**src/rtl/serial_pkg.sv**
```systemverilog
`default_nettype none
// ============================================================================
//  Module      : serial_pkg
//  Description : Shared state encoding and default timing for the serial TX
//                arbiter and its helpers.
//  Revision    : 1.0  initial release
// ============================================================================
package serial_pkg;

   localparam logic [2:0] ST_IDLE      = 3'd0;
   localparam logic [2:0] ST_SETUP     = 3'd1;
   localparam logic [2:0] ST_WAIT_FREE = 3'd2;
   localparam logic [2:0] ST_LOAD      = 3'd3;
   localparam logic [2:0] ST_NEXT      = 3'd4;
   localparam logic [2:0] ST_CLOSE     = 3'd5;

   typedef enum logic [2:0] {
      IDLE      = ST_IDLE,
      SETUP     = ST_SETUP,
      WAIT_FREE = ST_WAIT_FREE,
      LOAD      = ST_LOAD,
      NEXT      = ST_NEXT,
      CLOSE     = ST_CLOSE
   } state_t;

   localparam int DEF_SETUP_CYCLES = 10;
   localparam int DEF_HOLD_CYCLES  = 10;
   localparam int DEF_COPY_TIMEOUT = 255;
   localparam int DEF_MAX_BURST    = 4;

   // Bit width able to hold 0..v-1, never narrower than one bit.
   function automatic int clog2_min1(input int v);
      return (v <= 2) ? 1 : $clog2(v);
   endfunction

   function automatic int max3(input int a, input int b, input int c);
      int m;
      m = (a > b) ? a : b;
      return (m > c) ? m : c;
   endfunction

endpackage
`default_nettype wire

```
**src/rtl/serial_tx_arbiter_if.sv**
```systemverilog
`default_nettype none
// ============================================================================
//  Module      : serial_tx_arbiter_if
//  Description : Requester-side and quick_rs232-side signals of the TX arbiter.
//  Revision    : 1.0  initial release
// ============================================================================
interface serial_tx_arbiter_if #(
   parameter int NUM_REQ    = 4,
   parameter int DATA_WIDTH = 8
);
   logic [NUM_REQ-1:0]            req_valid;
   logic [NUM_REQ*DATA_WIDTH-1:0] req_data;
   logic [NUM_REQ-1:0]            req_ack;
   logic [NUM_REQ-1:0]            grant;
   logic                          tx_transaction;
   logic [DATA_WIDTH-1:0]         tx_data;
   logic                          tx_data_ready;
   logic                          tx_data_copied;
   logic                          tx_busy;
   logic                          arb_busy;
   logic                          err_timeout;

   // Arbiter side
   modport master (
      input  req_valid, req_data, tx_data_copied, tx_busy,
      output req_ack, grant, tx_transaction, tx_data, tx_data_ready,
             arb_busy, err_timeout
   );

   // Requesters plus transmitter side
   modport slave (
      output req_valid, req_data, tx_data_copied, tx_busy,
      input  req_ack, grant, tx_transaction, tx_data, tx_data_ready,
             arb_busy, err_timeout
   );
endinterface
`default_nettype wire

```
**src/rtl/rr_pick.sv**
```systemverilog
`default_nettype none
// ============================================================================
//  Module      : rr_pick
//  Description : Combinational round-robin selector: first valid index at or
//                above the pointer, wrapping past NUM_REQ-1.
//  Revision    : 1.0  initial release
// ============================================================================
module rr_pick #(
   parameter int NUM_REQ = 4,
   parameter int IDX_W   = 2
) (
   input  wire logic [NUM_REQ-1:0] i_valid,
   input  wire logic [IDX_W-1:0]   i_ptr,
   output logic      [IDX_W-1:0]   o_idx,
   output logic                    o_found
);
   int               w_pos;
   logic [IDX_W-1:0] w_cand;

   // Scan from the farthest offset down so the nearest valid entry wins last.
   always_comb begin
      o_idx   = '0;
      o_found = 1'b0;
      w_pos   = 0;
      w_cand  = '0;
      for (int k = NUM_REQ - 1; k >= 0; k--) begin
         w_pos = int'(i_ptr) + k;
         if (w_pos >= NUM_REQ) begin
            w_pos = w_pos - NUM_REQ;
         end
         w_cand = w_pos[IDX_W-1:0];
         if (i_valid[w_cand]) begin
            o_idx   = w_cand;
            o_found = 1'b1;
         end
      end
   end
endmodule
`default_nettype wire

```
**src/rtl/serial_tx_arbiter.sv**
```systemverilog
`default_nettype none
// ============================================================================
//  Module      : serial_tx_arbiter
//  Description : Round-robin, burst-limited sharing of one quick_rs232
//                transmitter between NUM_REQ byte producers.
//  Revision    : 1.0  initial release
// ============================================================================
module serial_tx_arbiter
   import serial_pkg::*;
#(
   parameter int NUM_REQ      = 4,
   parameter int DATA_WIDTH   = 8,
   parameter int SETUP_CYCLES = serial_pkg::DEF_SETUP_CYCLES,
   parameter int HOLD_CYCLES  = serial_pkg::DEF_HOLD_CYCLES,
   parameter int MAX_BURST    = serial_pkg::DEF_MAX_BURST,
   parameter int COPY_TIMEOUT = serial_pkg::DEF_COPY_TIMEOUT
) (
   input wire logic            clk,
   input wire logic            rst,
   serial_tx_arbiter_if.master bus
);
   localparam int IDX_W   = clog2_min1(NUM_REQ);
   localparam int CNT_W   = clog2_min1(max3(SETUP_CYCLES, HOLD_CYCLES, COPY_TIMEOUT));
   localparam int BURST_W = clog2_min1(MAX_BURST + 1);

   localparam logic [CNT_W-1:0]   C_SETUP_LAST   = CNT_W'(SETUP_CYCLES - 1);
   localparam logic [CNT_W-1:0]   C_HOLD_LAST    = CNT_W'(HOLD_CYCLES - 1);
   localparam logic [CNT_W-1:0]   C_TIMEOUT_LAST = CNT_W'(COPY_TIMEOUT - 1);
   localparam logic [BURST_W-1:0] C_MAX_BURST    = BURST_W'(MAX_BURST);
   localparam logic [IDX_W-1:0]   C_LAST_IDX     = IDX_W'(NUM_REQ - 1);
   localparam logic [NUM_REQ-1:0] C_ONE          = NUM_REQ'(1);

   state_t                r_state;
   logic [CNT_W-1:0]      r_cnt;
   logic [BURST_W-1:0]    r_burst;
   logic [IDX_W-1:0]      r_ptr;
   logic [IDX_W-1:0]      r_gidx;
   logic [NUM_REQ-1:0]    r_grant;
   logic [NUM_REQ-1:0]    r_ack;
   logic                  r_tx_transaction;
   logic [DATA_WIDTH-1:0] r_tx_data;
   logic                  r_tx_data_ready;
   logic                  r_arb_busy;
   logic                  r_err_timeout;

   logic [IDX_W-1:0]      w_pick_idx;
   logic                  w_pick_found;
   logic [IDX_W-1:0]      w_next_ptr;
   logic                  w_req_valid_g;
   logic [DATA_WIDTH-1:0] w_req_byte;

   rr_pick #(
      .NUM_REQ (NUM_REQ),
      .IDX_W   (IDX_W)
   ) u_rr_pick (
      .i_valid (bus.req_valid),
      .i_ptr   (r_ptr),
      .o_idx   (w_pick_idx),
      .o_found (w_pick_found)
   );

   assign w_next_ptr    = (r_gidx == C_LAST_IDX) ? '0 : r_gidx + 1'b1;
   assign w_req_valid_g = bus.req_valid[r_gidx];
   assign w_req_byte    = bus.req_data[int'(r_gidx) * DATA_WIDTH +: DATA_WIDTH];

   always_ff @(posedge clk or posedge rst) begin
      if (rst) begin
         r_state          <= IDLE;
         r_cnt            <= '0;
         r_burst          <= '0;
         r_ptr            <= '0;
         r_gidx           <= '0;
         r_grant          <= '0;
         r_ack            <= '0;
         r_tx_transaction <= 1'b0;
         r_tx_data        <= '0;
         r_tx_data_ready  <= 1'b0;
         r_arb_busy       <= 1'b0;
         r_err_timeout    <= 1'b0;
      end else begin
         r_ack         <= '0;
         r_err_timeout <= 1'b0;
         case (r_state)
            IDLE: begin
               if (w_pick_found) begin
                  r_gidx           <= w_pick_idx;
                  r_grant          <= C_ONE << w_pick_idx;
                  r_tx_transaction <= 1'b1;
                  r_arb_busy       <= 1'b1;
                  r_cnt            <= '0;
                  r_burst          <= '0;
                  r_state          <= SETUP;
               end
            end
            SETUP: begin
               if (r_cnt == C_SETUP_LAST) begin
                  r_cnt   <= '0;
                  r_state <= WAIT_FREE;
               end else begin
                  r_cnt <= r_cnt + 1'b1;
               end
            end
            WAIT_FREE: begin
               if (!w_req_valid_g) begin
                  r_cnt   <= '0;
                  r_state <= CLOSE;
               end else if (!bus.tx_busy) begin
                  r_tx_data       <= w_req_byte;
                  r_tx_data_ready <= 1'b1;
                  r_cnt           <= '0;
                  r_state         <= LOAD;
               end
            end
            LOAD: begin
               // A copy arriving on the timeout cycle still counts as delivered.
               if (bus.tx_data_copied) begin
                  r_tx_data_ready <= 1'b0;
                  r_ack           <= r_grant;
                  r_burst         <= r_burst + 1'b1;
                  r_state         <= NEXT;
               end else if (r_cnt == C_TIMEOUT_LAST) begin
                  r_tx_data_ready <= 1'b0;
                  r_err_timeout   <= 1'b1;
                  r_cnt           <= '0;
                  r_state         <= CLOSE;
               end else begin
                  r_cnt <= r_cnt + 1'b1;
               end
            end
            NEXT: begin
               if (r_burst == C_MAX_BURST) begin
                  r_cnt   <= '0;
                  r_state <= CLOSE;
               end else begin
                  r_state <= WAIT_FREE;
               end
            end
            CLOSE: begin
               // Hold time restarts while the transmitter is still shifting.
               if (bus.tx_busy) begin
                  r_cnt <= '0;
               end else if (r_cnt == C_HOLD_LAST) begin
                  r_tx_transaction <= 1'b0;
                  r_grant          <= '0;
                  r_ptr            <= w_next_ptr;
                  r_arb_busy       <= 1'b0;
                  r_cnt            <= '0;
                  r_state          <= IDLE;
               end else begin
                  r_cnt <= r_cnt + 1'b1;
               end
            end
            default: begin
               r_state <= IDLE;
            end
         endcase
      end
   end

   assign bus.req_ack        = r_ack;
   assign bus.grant          = r_grant;
   assign bus.tx_transaction = r_tx_transaction;
   assign bus.tx_data        = r_tx_data;
   assign bus.tx_data_ready  = r_tx_data_ready;
   assign bus.arb_busy       = r_arb_busy;
   assign bus.err_timeout    = r_err_timeout;

endmodule
`default_nettype wire

```
**src/flat_wrapper.sv**
```systemverilog
// flat-port wrapper written by rule: the top's interface ports become plain ports
module serial_tx_arbiter_flat import serial_pkg::*;
#(
   parameter int NUM_REQ      = 4,
   parameter int DATA_WIDTH   = 8,
   parameter int SETUP_CYCLES = serial_pkg::DEF_SETUP_CYCLES,
   parameter int HOLD_CYCLES  = serial_pkg::DEF_HOLD_CYCLES,
   parameter int MAX_BURST    = serial_pkg::DEF_MAX_BURST,
   parameter int COPY_TIMEOUT = serial_pkg::DEF_COPY_TIMEOUT
)
  (clk, rst, bus_req_valid, bus_req_data, bus_tx_data_copied, bus_tx_busy, bus_req_ack, bus_grant, bus_tx_transaction, bus_tx_data, bus_tx_data_ready, bus_arb_busy, bus_err_timeout);
  serial_tx_arbiter_if #(.NUM_REQ(NUM_REQ), .DATA_WIDTH(DATA_WIDTH)) bus_i ();
  input wire logic clk;
  input wire logic rst;
  input wire logic [$bits(bus_i.req_valid)-1:0] bus_req_valid;
  input wire logic [$bits(bus_i.req_data)-1:0] bus_req_data;
  input wire logic [$bits(bus_i.tx_data_copied)-1:0] bus_tx_data_copied;
  input wire logic [$bits(bus_i.tx_busy)-1:0] bus_tx_busy;
  output wire logic [$bits(bus_i.req_ack)-1:0] bus_req_ack;
  output wire logic [$bits(bus_i.grant)-1:0] bus_grant;
  output wire logic [$bits(bus_i.tx_transaction)-1:0] bus_tx_transaction;
  output wire logic [$bits(bus_i.tx_data)-1:0] bus_tx_data;
  output wire logic [$bits(bus_i.tx_data_ready)-1:0] bus_tx_data_ready;
  output wire logic [$bits(bus_i.arb_busy)-1:0] bus_arb_busy;
  output wire logic [$bits(bus_i.err_timeout)-1:0] bus_err_timeout;
  assign bus_i.req_valid = bus_req_valid;
  assign bus_i.req_data = bus_req_data;
  assign bus_i.tx_data_copied = bus_tx_data_copied;
  assign bus_i.tx_busy = bus_tx_busy;
  assign bus_req_ack = bus_i.req_ack;
  assign bus_grant = bus_i.grant;
  assign bus_tx_transaction = bus_i.tx_transaction;
  assign bus_tx_data = bus_i.tx_data;
  assign bus_tx_data_ready = bus_i.tx_data_ready;
  assign bus_arb_busy = bus_i.arb_busy;
  assign bus_err_timeout = bus_i.err_timeout;
  serial_tx_arbiter #(.NUM_REQ(NUM_REQ), .DATA_WIDTH(DATA_WIDTH), .SETUP_CYCLES(SETUP_CYCLES), .HOLD_CYCLES(HOLD_CYCLES), .MAX_BURST(MAX_BURST), .COPY_TIMEOUT(COPY_TIMEOUT)) u_core (.clk(clk), .rst(rst), .bus(bus_i));
endmodule
```
**config.mk**
```make
export PLATFORM = sky130hd
export DESIGN_NAME = serial_tx_arbiter_flat
export DESIGN_NICKNAME = d
export VERILOG_FILES = /design/src/rtl/serial_pkg.sv /design/src/rtl/serial_tx_arbiter_if.sv /design/src/rtl/rr_pick.sv /design/src/rtl/serial_tx_arbiter.sv /design/src/flat_wrapper.sv
export SDC_FILE = /design/constraint.sdc
export NUM_CORES = 1
export LEC_CHECK = 0
export BUFFER_PORTS_ARGS = -buffer_cell sky130_fd_sc_hd__buf_2
export CORE_ASPECT_RATIO = 1.5
export CORE_UTILIZATION = 45
export DETAILED_ROUTE_END_ITERATION = 12
export PLACE_DENSITY = 0.76
export SLEW_MARGIN = 20
export SYNTH_ARGS = -nofsm -noshare
export SYNTH_HDL_FRONTEND = slang
export SYNTH_SLANG_ARGS = --single-unit
```
**constraint.sdc**
```tcl
create_clock -name clk -period 3.3 [get_ports clk]
set_clock_uncertainty 0.2 [all_clocks]
set_input_delay 0.33 -clock clk [delete_from_list [all_inputs] [get_ports clk]]
set_output_delay 0.33 -clock clk [all_outputs]
set_load 0.02 [all_outputs]
```
==> results.md <==
* Status: finished clean
* Total Die Area at about 5100 um^2
* Worst Min Path Start: bus_tx_data_copied
* Dpl hpwl at 3690 um
* IO Port Bufs at 59
* First drt pass iteration count at 4
* Startpoint types: flip-flop
* Crit share post-route at around three quarters
* Worst-path clk slew at roughly 0.07 ns
* CTS HTree Levels at 2
* Worst path slowest cell: or4_4
* Top area cells in the synthesized netlist: dfrtp_1 (43%), mux4_2 (9.5%), mux2_2 (5.3%)
* Syn Area/Cell at about 11 um^2
* Worst path top cell family by delay: compound AO/OA/AOI/OAI gates
* Fin worst setup slack at approximately 0.79 ns
* CTS Buf Count at 5
* Switch share at 41.4%
* Most used DFF post-synth: dfrtp_1
* Hold buffer count at CTS at 1
* DR vias at about 1800
* FF-to-FF setup slack at between 0.7 and 0.8 ns
* Setup-failing EPs final at 0
* Overflow after GRT at 0
* DRT antenna net count at 0
* CTS Sinks at 37
* Maximum vdd drop at roughly 470 uV
* Slew Viols, Final at 0
* Setup TNS at 0 ns
* Fin. Hold Viols at 0
* Die height at between 80 and 90 um
* Switch Pwr at around 0.81 mW
* Initial Util at around 47%
* P_leak at between 1 and 1.5 nW
* CP peak stage delay at between 0.4 and 0.5 ns
* Share of cells above drive strength 1 at roughly 38%
* Final layout net count at roughly 300
* Post-CTS setup buffers at 0
* Share of the synthesized area in the top cell type at 43.2%
* Core Area at 4540 um^2
* Initial drt markers at between 60 and 70
* Die Wd at approximately 60 um
* Unique cell type count in the Yosys netlist at 47
* Rel. slew slack at between 30% and 40%
* Cts repair resizes at 0
* Synthesized instance count at ~200
* CP required at about 3.3 ns
* Post-Route WL at 4910 um
* Worst hold path type: in2reg
* F_max at between 300 and 400 MHz
* Worst r2r dst: u_core.r_state[0]
* CTS root buf: clkbuf_8
* Met3 usage at approximately 5.2%
* Cell Int Power at roughly 1.2 mW
* Most Used Layer, Global Route: met2
* Setup CP Type: reg2reg
* Worst reg2reg path depth at 7
* Worst Max-Slew Pin Slew at 0.960 ns
* Num ports at 60
* All-layer global routing usage at between 20% and 30%
* Seq/Total Area, Yosys at between 40% and 50%
* Via density at 5.60
* Hold path cells at 2
* Initial antenna violation count at 0
* Register bit total from synthesis at 37
* Max-cap violations at 0
* Critical Path AT at 2.48 ns
* CTS max path bufs at 2
* Syn_nets at roughly 250
* Vias in the first global route at 1861
* Synth area leader: dfrtp_1
* Global-route wire length before repair at 8160 um
* WHS Endpoint: u_core.bus.err_timeout
* Reg power frac at 37.2%
* Setup crit end kind: flip-flop
* Pwr dens at between 700 and 800 nW/um^2
* Async SR Flop Fraction at 100%
* Logic pwr share at 46.6%
* FF-to-FF Start: u_core.r_cnt[0]
* Antenna diode count at 0
* CTS tree: done
* Synth warn at 0
* Met2 Use GR at a little under 40%
* Maximum number of pins on one net before global-route repair at 38
* Worst skew pair latency at roughly 0.29 ns
* DRC viols at 0
* Global-route met1 utilization at between 20% and 30%
* Rows at 30
* Final min period at about 2.5 ns
* Routability cong. at 0.821
* DR WL/cell at around 15 um
* Crit path buffers/inverters at 1
* Clock Power Share at about 16%
* Synth Cell Area at between 2000 and 2500 um^2
* Worst path cell trace: inv_1 -> ha_1 -> nand2_1 -> or4_4 -> a311oi_2 -> a21boi_2 -> mux2_1
* Crit-path max FO at 5
* Post-synth EDFFs at 0
* Placement Setup Slack at ~0.86 ns
* Area grow syn2layout at 20.7%
* RSZ-0062 raised after global routing: no
## through the flow
| stage | cell area (um^2) | hold WS [ns] | util [%] | std cells | power (mW) |
|---|---|---|---|---|---|
| after floorplan | 2140 | 0.285 | - | 201 | 1.40 |
| after global placement | 2490 | 0.262 | 54.8 | 317 | 1.61 |
| after detailed placement | 2490 | 0.272 | 54.8 | 317 | 1.65 |
| after CTS | 2590 | 0.132 | 57.0 | 325 | 1.97 |
| after global routing | 2590 | 0.144 | 57.0 | 325 | 2.10 |
| final | 2590 | 0.137 | 57.0 | 325 | 1.96 |
## layout by cell type, fill, tap and decap left out, types with 2 or more instances in the layout
master and instances:
mux2_2 10, nor4_1 3, dfrtp_1 37, and3_1 5, o211ai_1 2, buf_4 2
or4b_1 2, inv_1 15, o21ai_0 10, nand2_1 18, nor2_1 7, o221ai_1 5
nand3_1 11, nand2b_1 3, ha_1 6, nor3_1 4, or2_2 4, buf_2 59
clkbuf_8 6, a21oi_1 6, a22o_1 2, a31oi_1 2, or4_1 5, or3_1 5
mux4_2 9
## per-layer routing
metal  part of all wire [%]  wire (um)
met3                    3.2        157
met4                    1.7         81
met5                      0          0
met2                     58       2840
met1                     37       1830
## power groups by stage
stage / logic [mW] / clock network (mW) / registers (mW)
6_report: 0.915 / 0.318 / 0.730
5_1_grt: 1.00 / 0.345 / 0.751
4_1_cts: 0.922 / 0.327 / 0.726
3_5_place_dp: 0.914 / 0 / 0.733
3_3_place_gp: 0.885 / 0 / 0.726
2_1_floorplan: 0.630 / 0 / 0.771
## flip-flops by register name, summed over array words and instances, names as in the netlist
signal and cells:
u_core.bus.err_timeout 1, u_core.bus.grant 4, u_core.bus.req_ack 4, u_core.bus.tx_data 8, u_core.bus.tx_data_ready 1, u_core.bus.tx_transaction 1
u_core.r_burst 3, u_core.r_cnt 8, u_core.r_gidx 2, u_core.r_ptr 2, u_core.r_state 3
## worst max-delay path by stage
stage                      from  cells past startpoint                end  slack, ns
3_3_place_gp   u_core.r_gidx[1]                      4    u_core.r_cnt[1]       0.91
2_1_floorplan   u_core.r_cnt[0]                      7  u_core.r_state[0]       1.02
4_1_cts         u_core.r_cnt[0]                      7  u_core.r_state[0]       0.80
5_1_grt         u_core.r_cnt[0]                      7  u_core.r_state[0]       0.69
3_5_place_dp    u_core.r_cnt[0]                      7  u_core.r_state[0]       0.86
6_report        u_core.r_cnt[0]                      7  u_core.r_state[0]       0.79
## final cells by class
| type | instances | area (um^2) |
|---|---|---|
| repair buffers | 62 | 320 |
| clock buffers | 7 | 86.3 |
| inverters | 16 | 60.1 |
| multi-input cells | 139 | 1110 |
| flip-flops and latches | 37 | 926 |
| well taps | 64 | 80.1 |
| fillers | 416 | 1950 |
## cells by family (layout without fill, tap and decap cells)
kind of cell	Yosys count	count (layout)	share of synthesized area (%)
AND/OR/NAND/NOR	75	75	19.6
AO/OA/AOI/OAI	36	36	12.8
adder cells (fa/ha/maj)	6	6	3.50
flip-flops	37	37	43.2
multiplexers	21	21	15.7
XOR/XNOR	1	1	0.408
buffers and inverters	25	85	4.84
## cell usage after synthesis, types with 5 or more instances
master	number
o221ai_1	5
mux2_2	10
dfrtp_1	37
o21ai_0	10
a21oi_1	6
buf_2	5
nand2_1	18
inv_1	15
mux4_2	9
ha_1	6
and3_1	5
nor2_1	7
or3_1	5
nand3_1	11
or4_1	5
## worst register-to-register path, stage by stage, from the launching register on
cell and delay (ns):
dfrtp_1 0.43, inv_1 0.10, ha_1 0.15, nand2_1 0.05, or4_4 0.46, a311oi_2 0.40, a21boi_2 0.26, mux2_1 0.34
No activity file was read; power rests on OpenSTA's default activity.
